===== src/rtl/clkgen_pkg.sv =====
// clkgen_pkg
// Shared definitions for the multiphase clock/reset generator:
//   - clk_state_e   : control FSM states (run / stop / single-step)
//   - clog2_width   : bits needed to hold a given number of distinct values
//   - slot_length   : eclk cycles per phase slot (high time plus dead gap)
package clkgen_pkg;

    typedef enum logic [1:0] {
        ST_RUN,
        ST_STOP,
        ST_STEP
    } clk_state_e;

    localparam int DEFAULT_HALFCYCLE = 4;
    localparam int DEFAULT_GAP       = 0;
    localparam int DEFAULT_SLOT_LEN  = DEFAULT_HALFCYCLE + DEFAULT_GAP;

    // Never returns less than 1 so that single-value counters still get a bit.
    function automatic int clog2_width(input int value);
        int width = 1;
        while ((1 << width) < value) width++;
        return width;
    endfunction

    function automatic int slot_length(input int halfcycle, input int gap);
        return halfcycle + gap;
    endfunction

endpackage


===== src/rtl/clkgen_reset_hold.sv =====
// clkgen_reset_hold
// Holds the core reset (res, active-low) for RESET_CYCLES eclk edges after
// ereset is released, then keeps res high until the next ereset.
// Ports:
//   eclk   - system clock
//   ereset - asynchronous active-high reset
//   res    - core reset output, 0 while holding, 1 once released
module clkgen_reset_hold
    import clkgen_pkg::*;
#(
    parameter int RESET_CYCLES = 2048
) (
    input  logic eclk,
    input  logic ereset,
    output logic res
);

    localparam int CW = clog2_width(RESET_CYCLES + 1);
    localparam logic [CW-1:0] LAST_COUNT = CW'(RESET_CYCLES - 1);

    logic [CW-1:0] count;

    // The counter freezes once res rises, so res lands on exactly the
    // RESET_CYCLES-th edge after release and the counter never wraps.
    always_ff @(posedge eclk or posedge ereset) begin
        if (ereset) begin
            count <= '0;
            res   <= 1'b0;
        end else if (!res) begin
            count <= count + CW'(1);
            res   <= (count == LAST_COUNT);
        end
    end

endmodule


===== src/rtl/clocks_multiphase.sv =====
// clocks_multiphase
// Generates NPHASE non-overlapping phase clocks (HALFCYCLE high, GAP dead
// cycles per slot) from eclk, a delayed active-low core reset, and run/stop
// plus single-step control for a debug host.
// Ports:
//   eclk, ereset  - system clock and asynchronous active-high reset
//   run           - 1 free-run, 0 halt at the next machine-cycle boundary
//   step          - one-cycle request for a single machine cycle while halted
//   res           - core reset, active-low
//   phi           - phase clocks, at most one bit high
//   phase_strb    - first high cycle of each phase
//   cycle_done    - last eclk cycle of each machine cycle
//   stopped       - halted at a boundary
//   cyc_count     - completed machine cycles
// Optional feature: define CLKGEN_CYCLE_COUNT_EN to build the cyc_count
// counter; without it cyc_count is tied to zero.
module clocks_multiphase
    import clkgen_pkg::*;
#(
    parameter int NPHASE       = 2,
    parameter int HALFCYCLE    = DEFAULT_HALFCYCLE,
    parameter int GAP          = DEFAULT_GAP,
    parameter int RESET_CYCLES = 2048
) (
    input  logic              eclk,
    input  logic              ereset,
    input  logic              run,
    input  logic              step,
    output logic              res,
    output logic [NPHASE-1:0] phi,
    output logic              phase_strb,
    output logic              cycle_done,
    output logic              stopped,
    output logic [31:0]       cyc_count
);

    localparam int SLOT_LEN = slot_length(HALFCYCLE, GAP);
    localparam int SW       = clog2_width(NPHASE);
    localparam int UW       = clog2_width(SLOT_LEN + 1);

    clk_state_e        state, state_next;
    logic [SW-1:0]     slot, slot_next;
    logic [UW-1:0]     sub, sub_next;
    logic              emit;
    logic              is_last;
    logic [NPHASE-1:0] phi_next;

    clkgen_reset_hold #(
        .RESET_CYCLES(RESET_CYCLES)
    ) u_reset_hold (
        .eclk  (eclk),
        .ereset(ereset),
        .res   (res)
    );

    // slot/sub name the position that will be presented at the next edge.
    // A halted generator sits at slot 0 / sub 0, so leaving STOP starts a
    // machine cycle cleanly. The run/stop decision is taken on the edge that
    // presents the final cycle; it is ignored while the core is still held
    // in reset so the core always sees clocks during the hold.
    always_comb begin
        state_next = state;
        emit       = 1'b1;
        is_last    = (slot == SW'(NPHASE - 1)) && (sub == UW'(SLOT_LEN - 1));

        case (state)
            ST_STOP: begin
                if (run) begin
                    state_next = ST_RUN;
                end else if (step) begin
                    state_next = ST_STEP;
                end else begin
                    emit = 1'b0;
                end
            end
            default: begin
                if (is_last) begin
                    state_next = (res && !run) ? ST_STOP : ST_RUN;
                end
            end
        endcase

        slot_next = slot;
        sub_next  = sub;
        if (emit) begin
            if (sub == UW'(SLOT_LEN - 1)) begin
                sub_next  = '0;
                slot_next = (slot == SW'(NPHASE - 1)) ? '0 : slot + SW'(1);
            end else begin
                sub_next = sub + UW'(1);
            end
        end

        for (int k = 0; k < NPHASE; k++) begin
            phi_next[k] = emit && (slot == SW'(k)) && (sub < UW'(HALFCYCLE));
        end
    end

    // Reset leaves the sequencer idle at a boundary in RUN, so the first
    // edge after release raises phi[0] together with phase_strb.
    always_ff @(posedge eclk or posedge ereset) begin
        if (ereset) begin
            state      <= ST_RUN;
            slot       <= '0;
            sub        <= '0;
            phi        <= '0;
            phase_strb <= 1'b0;
            cycle_done <= 1'b0;
            stopped    <= 1'b0;
        end else begin
            state      <= state_next;
            slot       <= slot_next;
            sub        <= sub_next;
            phi        <= phi_next;
            phase_strb <= emit && (sub == '0);
            cycle_done <= emit && is_last;
            stopped    <= !emit;
        end
    end

`ifdef CLKGEN_CYCLE_COUNT_EN
    // Counts on the same edge that raises cycle_done; wraps naturally.
    always_ff @(posedge eclk or posedge ereset) begin
        if (ereset) begin
            cyc_count <= '0;
        end else if (emit && is_last) begin
            cyc_count <= cyc_count + 32'd1;
        end
    end
`else
    assign cyc_count = '0;
`endif

endmodule


===== config.mk =====
export PLATFORM = sky130hd
export DESIGN_NAME = clocks_multiphase
export DESIGN_NICKNAME = d
export VERILOG_FILES = /design/src/rtl/clkgen_pkg.sv /design/src/rtl/clkgen_reset_hold.sv /design/src/rtl/clocks_multiphase.sv
export SDC_FILE = /design/constraint.sdc
export NUM_CORES = 1
export LEC_CHECK = 0
export ABC_AREA = 1
export ABC_CLOCK_PERIOD_IN_PS = 1500
export CAP_MARGIN = 20
export CORE_ASPECT_RATIO = 1.75
export CORE_MARGIN = 2
export CORE_UTILIZATION = 48
export CTS_BUF_LIST = sky130_fd_sc_hd__clkbuf_2
export DETAILED_ROUTE_END_ITERATION = 12
export GPL_TIMING_DRIVEN = 0
export PLACE_DENSITY = 0.82
export SYNTH_ARGS = -nofsm -noshare
export SYNTH_HDL_FRONTEND = slang
export SYNTH_SLANG_ARGS = --single-unit

===== constraint.sdc =====
create_clock -name eclk -period 1.5 [get_ports eclk]
set_input_delay 0.3 -clock eclk [delete_from_list [all_inputs] [get_ports eclk]]
set_output_delay 0.3 -clock eclk [all_outputs]
set_load 0.01 [all_outputs]

==> results of run 1 <==
repair_timing:
item                       CTS  global route
buffers inserted             1             0
resized for setup            7             0
setup endpoints to repair    6             0
layer usage:
layer  up-vias  part of all wire [%]  track usage, %
met1       433                    36            14.5
li1        521                     -               -
met5         -                     0               0
met2        28                    57            28.8
met3         5                   5.0            1.92
met4         0                   2.2            8.08
state kept, by name (all words and copies together) (netlist names):
signal              count
phi                     2
slot                    1
sub                     3
cycle_done              1
stopped                 1
u_reset_hold.res        1
phase_strb              1
u_reset_hold.count     12
state                   2
path summary, 6_finish.rpt:
kind,from,to,slack (ps),cells after the start
max,u_reset_hold.res,res,110,1
min,ereset,u_reset_hold.count[5],380,2
max reg2reg,u_reset_hold.count[0],u_reset_hold.count[8],240,6
min reg2reg,state[0],state[0],510,2
max in group asynchronous,ereset,u_reset_hold.res,520,2
min in group eclk,step,state[1],500,3
logic make-up after synthesis:
group	count (synthesis)	share of synthesized area [%]
simple gates	69	23.0
buf+inv	57	25.2
flops	24	43.3
xor+xnor	6	3.79
compound gates	4	1.71
fa+ha+maj	3	2.71
other cells	1	0.270
layout make-up:
class,count,area [µm²]
buffer,34,263
inverter,23,86.3
clock inverter,1,30.0
multi-input combinational,114,553
tap,27,33.8
timing repair buffer,10,90.1
sequential,24,602
clock buffer,3,15.0
fill,239,1050
placed cells by master (no fill, tap or decap), drive strengths merged, types with 3 or more instances in the layout:
cell / instances
nand3: 10
inv: 23
nand4: 5
clkbuf: 3
nand2: 39
dfrtp: 24
xor2: 4
conb: 32
nor2: 13
clkdlybuf4s50: 3
buf: 35
ha: 3
dlygate4sd2: 6
power by group:
group          internal (mW)  switching [mW]  leakage (nW)  total (mW)
logic                 0.0610          0.0615         0.648       0.123
registers              0.648               0         0.300       0.648
clock network          0.230           0.206        0.0266       0.436
total                  0.939           0.267         0.975        1.21
stage by stage:
step / setup slack, ps / instances / hold WS, ps / utilization (%) / area [µm²]
floorplan: 411 / 195 / 315 / - / 1500
global placement: 64.0 / 231 / 458 / 59.8 / 1630
detailed placement: 41.6 / 231 / 462 / 59.8 / 1630
CTS: 95.7 / 236 / 414 / 61.5 / 1670
global route: 51.9 / 236 / 451 / 61.5 / 1670
finish: 113 / 236 / 381 / 61.5 / 1670
==> impl_metrics.csv, run 1 <==
group,metric,value,unit
critical_path,crit_fanout,2,
clock_network,clock_path_buffers,2,
critical_path,cp.buffers_inverters,1,
power,vdd_ir_drop_max,0.468,mV
synthesis,synthCells,164,
clock_network,hold_buffers,0,
critical_path,startpoint_type,"flip-flop",
floorplanning,die_area,3350,µm²
grt,grt_pass1_wl,3670,µm
synthesis,synth_top_area_share,43.3,%
cells_and_area,drive_above_1_share,22.5,%
placed_design,portBuffers,9,
floorplanning,rows,25,
floorplanning,die_h,75.1,µm
power,total_power,1.21,mW
sta,drv_slew,0,
synthesis,synthTopCellsByCount,"nand2_1, buf_4, dfrtp_1, inv_1, nand3_1",
power,static-leakage-power,0.975,nW
synthesis,synth.most_common_cell,"nand2_1",
route,drt_iter0_drc,22,
synthesis,syn_area,1390,µm²
synthesis,synth_area_leader_cell,"dfrtp_1",
synthesis,ys_seq_elements,24,
floorplanning,start_util,50.9,%
sta,worst_pin_slew,886,ps
sta,rsz0062_at_grt,"no",
clock_network,cts_tree,"yes",
route,drtPass1Iterations,2,
synthesis,ys_warn_count,0,
sta,tns,0,ps
route,vias,987,
placed_design,gp_congestion,0.726,
synthesis,synth_edf_count,0,
power,power_density,721,nW/µm²
cells_and_area,nNetsFinal,217,
cells_and_area,n_antenna_cell,0,
synthesis,synth_area_leaders,"dfrtp_1, buf_4, nand2_1",
grt,grt_pass1_vias,886,
route,drc,0,
critical_path,crit_type,"reg -> out",
grt,gr-total-overflow,0,
synthesis,yosysUniqueCellTypes,20,
critical_path,critPathTopFamily,"flip-flops",
synthesis,ys_seq_area_share,43.3,%
critical_path,worstPathRequired,1200,ps
grt,antenna_found_initial,0,
run,max_cap_viol_count,0,
floorplanning,io_pins,42,
route,vias_per_cell,4.18,
sta,finalHoldViolations,0,
synthesis,async_reset_ff_share,100,%
grt,grt_max_degree,25,
critical_path,slowest_stage,"dfrtp_2",
critical_path,slowest_delay,460,ps
clock_network,cts_buffers,3,
route,drt.antenna.violating_nets,0,
clock_network,clk_latency,360,ps
sta,setup_violations,0,
grt,grt_usage,14.9,%
synthesis,syn_avg_cell_area,8.45,µm²
sta,relSlewSlack,40.9,%
clock_network,clock-sinks,24,
sta,fin_skew,14.7,ps
placed_design,hpwl,1770,µm
cells_and_area,syn2layout_area_growth,20.7,%
critical_path,worst_ep_arrival_time,1090,ps
sta,period_minus_slack,1390,ps
worst_hold_path,hold_class,"in -> async",
sta,timing.final.crit_share,92.5,%
route,wire_per_inst,9.44,µm
floorplanning,die_x,44.6,µm
clock_network,cts_htree_levels,1,
sta,fmax,721,MHz
outcome,status,"finished clean",
synthesis,ys.flop_type,"dfrtp_1",
clock_network,cts_root_buf,"clkbuf_2",
critical_path,worstPathCellList,"dlygate4sd2_1",
route,wl,2230,µm
floorplanning,coreArea,2720,µm²
critical_path,end_kind,"primary output",
clock_network,path_clk_slew,240,ps
Power figures use the tool's default switching activity.
==> run 2, diff against run 1 <==
--- a/config.mk
+++ b/config.mk
@@ -9,7 +9,7 @@
 export ABC_CLOCK_PERIOD_IN_PS = 1500
 export CAP_MARGIN = 20
 export CORE_ASPECT_RATIO = 1.75
-export CORE_MARGIN = 2
+export CORE_MARGIN = 1.5
 export CORE_UTILIZATION = 48
 export CTS_BUF_LIST = sky130_fd_sc_hd__clkbuf_2
 export DETAILED_ROUTE_END_ITERATION = 12
==> run 2 against run 1 <==
- power decreased by 0.65%
- global-route usage increased by 0.36 points
- non-clock buffer count stayed put
- critical endpoint unchanged
- largest power group unchanged
- highest routed layer unchanged
==> impl_metrics.csv, run 2 (synthesis results as in run 1) <==
group,metric,value,unit
outcome,status,"finished clean",
cells_and_area,drive_above_1_share,22.5,%
critical_path,slowest_stage,"dfrtp_2",
critical_path,end_kind,"primary output",
sta,relSlewSlack,40.3,%
critical_path,worstPathCellList,"dlygate4sd2_1",
floorplanning,io_pins,42,
critical_path,critPathTopFamily,"flip-flops",
placed_design,hpwl,1800,µm
sta,drv_slew,0,
cells_and_area,fin_area,1670,µm²
cells_and_area,final.fill_count,252,
sta,tns,0,ps
placed_design,post_dp_cell_area,1630,µm²
sta,worst_pin_slew,894,ps
clock_network,clk_latency,340,ps
route,drtPass1Iterations,4,
clock_network,cts_tree,"yes",
critical_path,ff2ff_setup_slack,220,ps
sta,finalHoldViolations,0,
clock_network,clock-sinks,24,
power,vdd_ir_drop_max,0.668,mV
cells_and_area,final_common_cell,"nand2_1",
sta,rsz0062_at_grt,"no",
grt,grt_max_degree,25,
critical_path,crit_fanout,2,
sta,setup_violations,0,
sta,period_minus_slack,1360,ps
critical_path,worstPathRequired,1200,ps
power,total_power,1.20,mW
route,drc,0,
sta,fmax,733,MHz
grt,grt_usage,15.3,%
critical_path,crit_type,"reg -> out",
cells_and_area,final_cell_mix,"nand2_1, buf_4, conb_1",
clock_network,clock_path_buffers,2,
sta,timing.final.crit_share,91.0,%
floorplanning,die_h,74.1,µm
sta,fin_skew,12.3,ps
floorplanning,start_util,50.9,%
cells_and_area,top_regs,"u_reset_hold.count: 12 flops, sub: 3 flops",
worst_hold_path,hold_class,"in -> async",
clock_network,cts_root_buf,"clkbuf_2",
critical_path,startpoint_type,"flip-flop",
power,static-leakage-power,0.975,nW
grt,gr-total-overflow,0,
clock_network,cts_buffers,3,
floorplanning,die_x,43.6,µm
cells_and_area,largest_reg_flops,12,
route,drt.antenna.violating_nets,0,
route,wl,2180,µm
clock_network,cts_htree_levels,1,
floorplanning,die_area,3230,µm²
route,vias_per_cell,4.22,
route,drt_iter0_drc,17,
clock_network,hold_buffers,0,
critical_path,cp.buffers_inverters,1,
clock_network,path_clk_slew,240,ps
floorplanning,coreArea,2720,µm²
grt,antenna_found_initial,0,
placed_design,dp.cells,231,
placed_design,portBuffers,9,
floorplanning,rows,25,
cells_and_area,syn2layout_area_growth,20.7,%
critical_path,worst_ep_arrival_time,1060,ps
grt,grt_pass1_wl,3680,µm
route,wire_per_inst,9.23,µm
cells_and_area,nNetsFinal,217,
critical_path,slowest_delay,450,ps
cells_and_area,n_antenna_cell,0,
run,max_cap_viol_count,0,
cells_and_area,top_register,"u_reset_hold.count",
cells_and_area,final_cells,236,
power,power_density,717,nW/µm²
route,vias,997,
placed_design,gp_congestion,0.704,
grt,grt_pass1_vias,942,
-- run 2: final cells by class --
class | instances | area [µm²] | share of cell area (%)
well taps | 27 | 33.8 | 2.02
plain buffers | 34 | 263 | 15.7
clock inverters | 1 | 30.0 | 1.80
inverters | 23 | 86.3 | 5.16
multi-input cells | 114 | 553 | 33.1
clock buffers | 3 | 15.0 | 0.898
flip-flops and latches | 24 | 602 | 36.0
repair buffers | 10 | 90.1 | 5.39
-- run 2: final timing paths --
path | from | end | cells after the start
worst min-delay path | ereset | u_reset_hold.count[1] | 2
worst min register to register | state[0] | state[0] | 2
max in group asynchronous | ereset | u_reset_hold.res | 2
worst max-delay path | u_reset_hold.res | res | 1
worst max register to register | sub[0] | state[1] | 8
min in group eclk | state[0] | state[0] | 2
-- run 2: per-stage QoR --
step | setup WS (ps) | util [%] | hold WS [ps]
6_report | 135 | 61.5 | 420
3_5_place_dp | 48.4 | 59.8 | 459
2_1_floorplan | 411 | - | 315
5_1_grt | 73.0 | 61.5 | 461
3_3_place_gp | 77.9 | 59.8 | 459
4_1_cts | 118 | 61.5 | 443
-- run 2: per-layer routing --
layer | track usage, % | wire length, µm | part of all wire, % | vias to the layer above
met5 | 0 | 0 | 0 | -
met4 | 7.07 | 24 | 1.1 | 0
met3 | 2.67 | 100 | 4.6 | 2
met2 | 30.9 | 1280 | 59 | 27
met1 | 13.7 | 774 | 36 | 442
li1 | - | - | - | 526
-- run 2: what timing repair did --
action	CTS	global route
gates resized for setup	7	0
setup endpoints to repair	6	0
setup buffers	1	0
-- run 2: power by group --
group	switching (mW)	internal [mW]	total, mW
registers	0	0.648	0.648
clock network	0.197	0.230	0.427
logic	0.0623	0.0611	0.123
total	0.260	0.939	1.20
==> run 3, diff against run 2 <==
--- a/config.mk
+++ b/config.mk
@@ -9,7 +9,7 @@
 export ABC_CLOCK_PERIOD_IN_PS = 1500
 export CAP_MARGIN = 20
 export CORE_ASPECT_RATIO = 1.75
-export CORE_MARGIN = 1.5
+export CORE_MARGIN = 3
 export CORE_UTILIZATION = 48
 export CTS_BUF_LIST = sky130_fd_sc_hd__clkbuf_2
 export DETAILED_ROUTE_END_ITERATION = 12
==> run 3 against run 2 <==
- flip-flop and latch count unchanged
- global-route usage down 0.070 points
- power down 0.35%
- first-iteration DRC count down 41%
- fmax down 1.7%
- sequential share of layout area unchanged
- critical endpoint unchanged
==> impl_metrics.csv, run 3 (synthesis results as in run 1) <==
group,metric,value,unit
grt,grt_pass1_vias,995,
sta,drv_slew,0,
sta,setup_violations,0,
clock_network,hold_buffers,0,
sta,tns,0,ps
route,drtPass1Iterations,4,
critical_path,worstPathCellList,"dlygate4sd2_1",
placed_design,portBuffers,9,
sta,finalHoldViolations,0,
power,power_density,714,nW/µm²
sta,worst_pin_slew,908,ps
cells_and_area,top_regs,"u_reset_hold.count: 12 flops, sub: 3 flops",
placed_design,hpwl,1820,µm
critical_path,cp.buffers_inverters,1,
route,drt.antenna.violating_nets,0,
sta,timing.final.crit_share,92.6,%
critical_path,slowest_stage,"dfrtp_2",
clock_network,cts_htree_levels,1,
route,drc,0,
clock_network,cts_tree,"yes",
floorplanning,rows,25,
clock_network,clock-sinks,24,
cells_and_area,final_cell_mix,"nand2_1, buf_4, conb_1",
clock_network,cts_root_buf,"clkbuf_2",
floorplanning,die_area,3590,µm²
critical_path,crit_type,"reg -> out",
cells_and_area,drive_above_1_share,22.5,%
cells_and_area,post-route-util,61.5,%
critical_path,worst_ep_arrival_time,1090,ps
route,wl,2400,µm
cells_and_area,top_register,"u_reset_hold.count",
outcome,status,"finished clean",
sta,fin_skew,2.43,ps
placed_design,dp.cells,231,
cells_and_area,final_cells,236,
worst_hold_path,hold_class,"in -> async",
route,vias_per_cell,4.30,
sta,relSlewSlack,39.4,%
critical_path,end_kind,"primary output",
cells_and_area,fin_area,1670,µm²
critical_path,startpoint_type,"flip-flop",
sta,fmax,720,MHz
route,drt_iter0_drc,10,
route,wire_per_inst,10.2,µm
power,vdd_ir_drop_max,0.730,mV
power,static-leakage-power,0.975,nW
floorplanning,io_pins,42,
critical_path,worstPathRequired,1200,ps
route,vias,1015,
clock_network,path_clk_slew,220,ps
sta,period_minus_slack,1390,ps
clock_network,cts_buffers,3,
floorplanning,coreArea,2720,µm²
cells_and_area,n_antenna_cell,0,
floorplanning,die_h,77.1,µm
cells_and_area,largest_reg_flops,12,
grt,grt_pass1_wl,4060,µm
critical_path,crit_fanout,2,
grt,grt_usage,15.2,%
cells_and_area,syn2layout_area_growth,20.7,%
placed_design,post_dp_cell_area,1630,µm²
critical_path,critPathTopFamily,"flip-flops",
clock_network,clk_latency,330,ps
placed_design,gp_congestion,0.719,
cells_and_area,final_common_cell,"nand2_1",
floorplanning,start_util,50.9,%
grt,gr-total-overflow,0,
sta,rsz0062_at_grt,"no",
clock_network,clock_path_buffers,2,
grt,antenna_found_initial,0,
floorplanning,die_x,46.6,µm
critical_path,slowest_delay,470,ps
grt,grt_max_degree,25,
cells_and_area,nNetsFinal,217,
run,max_cap_viol_count,0,
==> run 3: cell counts in the layout (fill, tap and decap cells not counted) <==
Identical to the previous run, type by type.
==> run 3: area by class of cell <==
class | instances | area [µm²]
fillers | 239 | 1050
flip-flops and latches | 24 | 602
multi-input cells | 114 | 553
plain buffers | 34 | 263
repair buffers | 10 | 90.1
inverters | 23 | 86.3
well taps | 27 | 33.8
clock inverters | 1 | 30.0
clock buffers | 3 | 15.0
==> run 3: metrics by stage <==
| step | hold slack, ps | worst slack (ps) | power, mW |
|---|---|---|---|
| floorplan | 315 | 411 | 0.767 |
| global placement | 462 | 70.4 | 0.779 |
| detailed placement | 462 | 41.9 | 0.779 |
| CTS | 441 | 105 | 1.20 |
| global route | 478 | 62.1 | 1.25 |
| finish | 420 | 111 | 1.19 |
==> run 3: final timing paths <==
check,start,endpoint,slack [ps],cells after the start
max,u_reset_hold.res,res,110,1
min,ereset,u_reset_hold.count[8],420,2
max in group asynchronous,ereset,u_reset_hold.res,480,2
max reg2reg,u_reset_hold.res,u_reset_hold.count[7],230,6
min reg2reg,state[0],state[0],510,2
min in group eclk,state[0],state[0],510,2
==> run 3: report_power, final <==
group | total [mW] | switching [mW] | leakage (nW) | internal [mW]
clock network | 0.423 | 0.193 | 0.0266 | 0.230
logic | 0.123 | 0.0621 | 0.648 | 0.0611
registers | 0.648 | 0 | 0.300 | 0.648
==> run 3: per-layer routing <==
layer / GRT usage, % / routed length, µm / vias to the layer above
met3: 2.35 / 110 / 4
li1: - / - / 524
met4: 6.65 / 40 / 0
met5: 0 / 0 / -
met1: 14.2 / 770 / 460
met2: 29.1 / 1480 / 27
==> run 3: timing repair <==
| item | CTS | global route |
|---|---|---|
| resized for setup | 7 | 0 |
| setup endpoints to repair | 6 | 0 |
| buffers inserted | 1 | 0 |
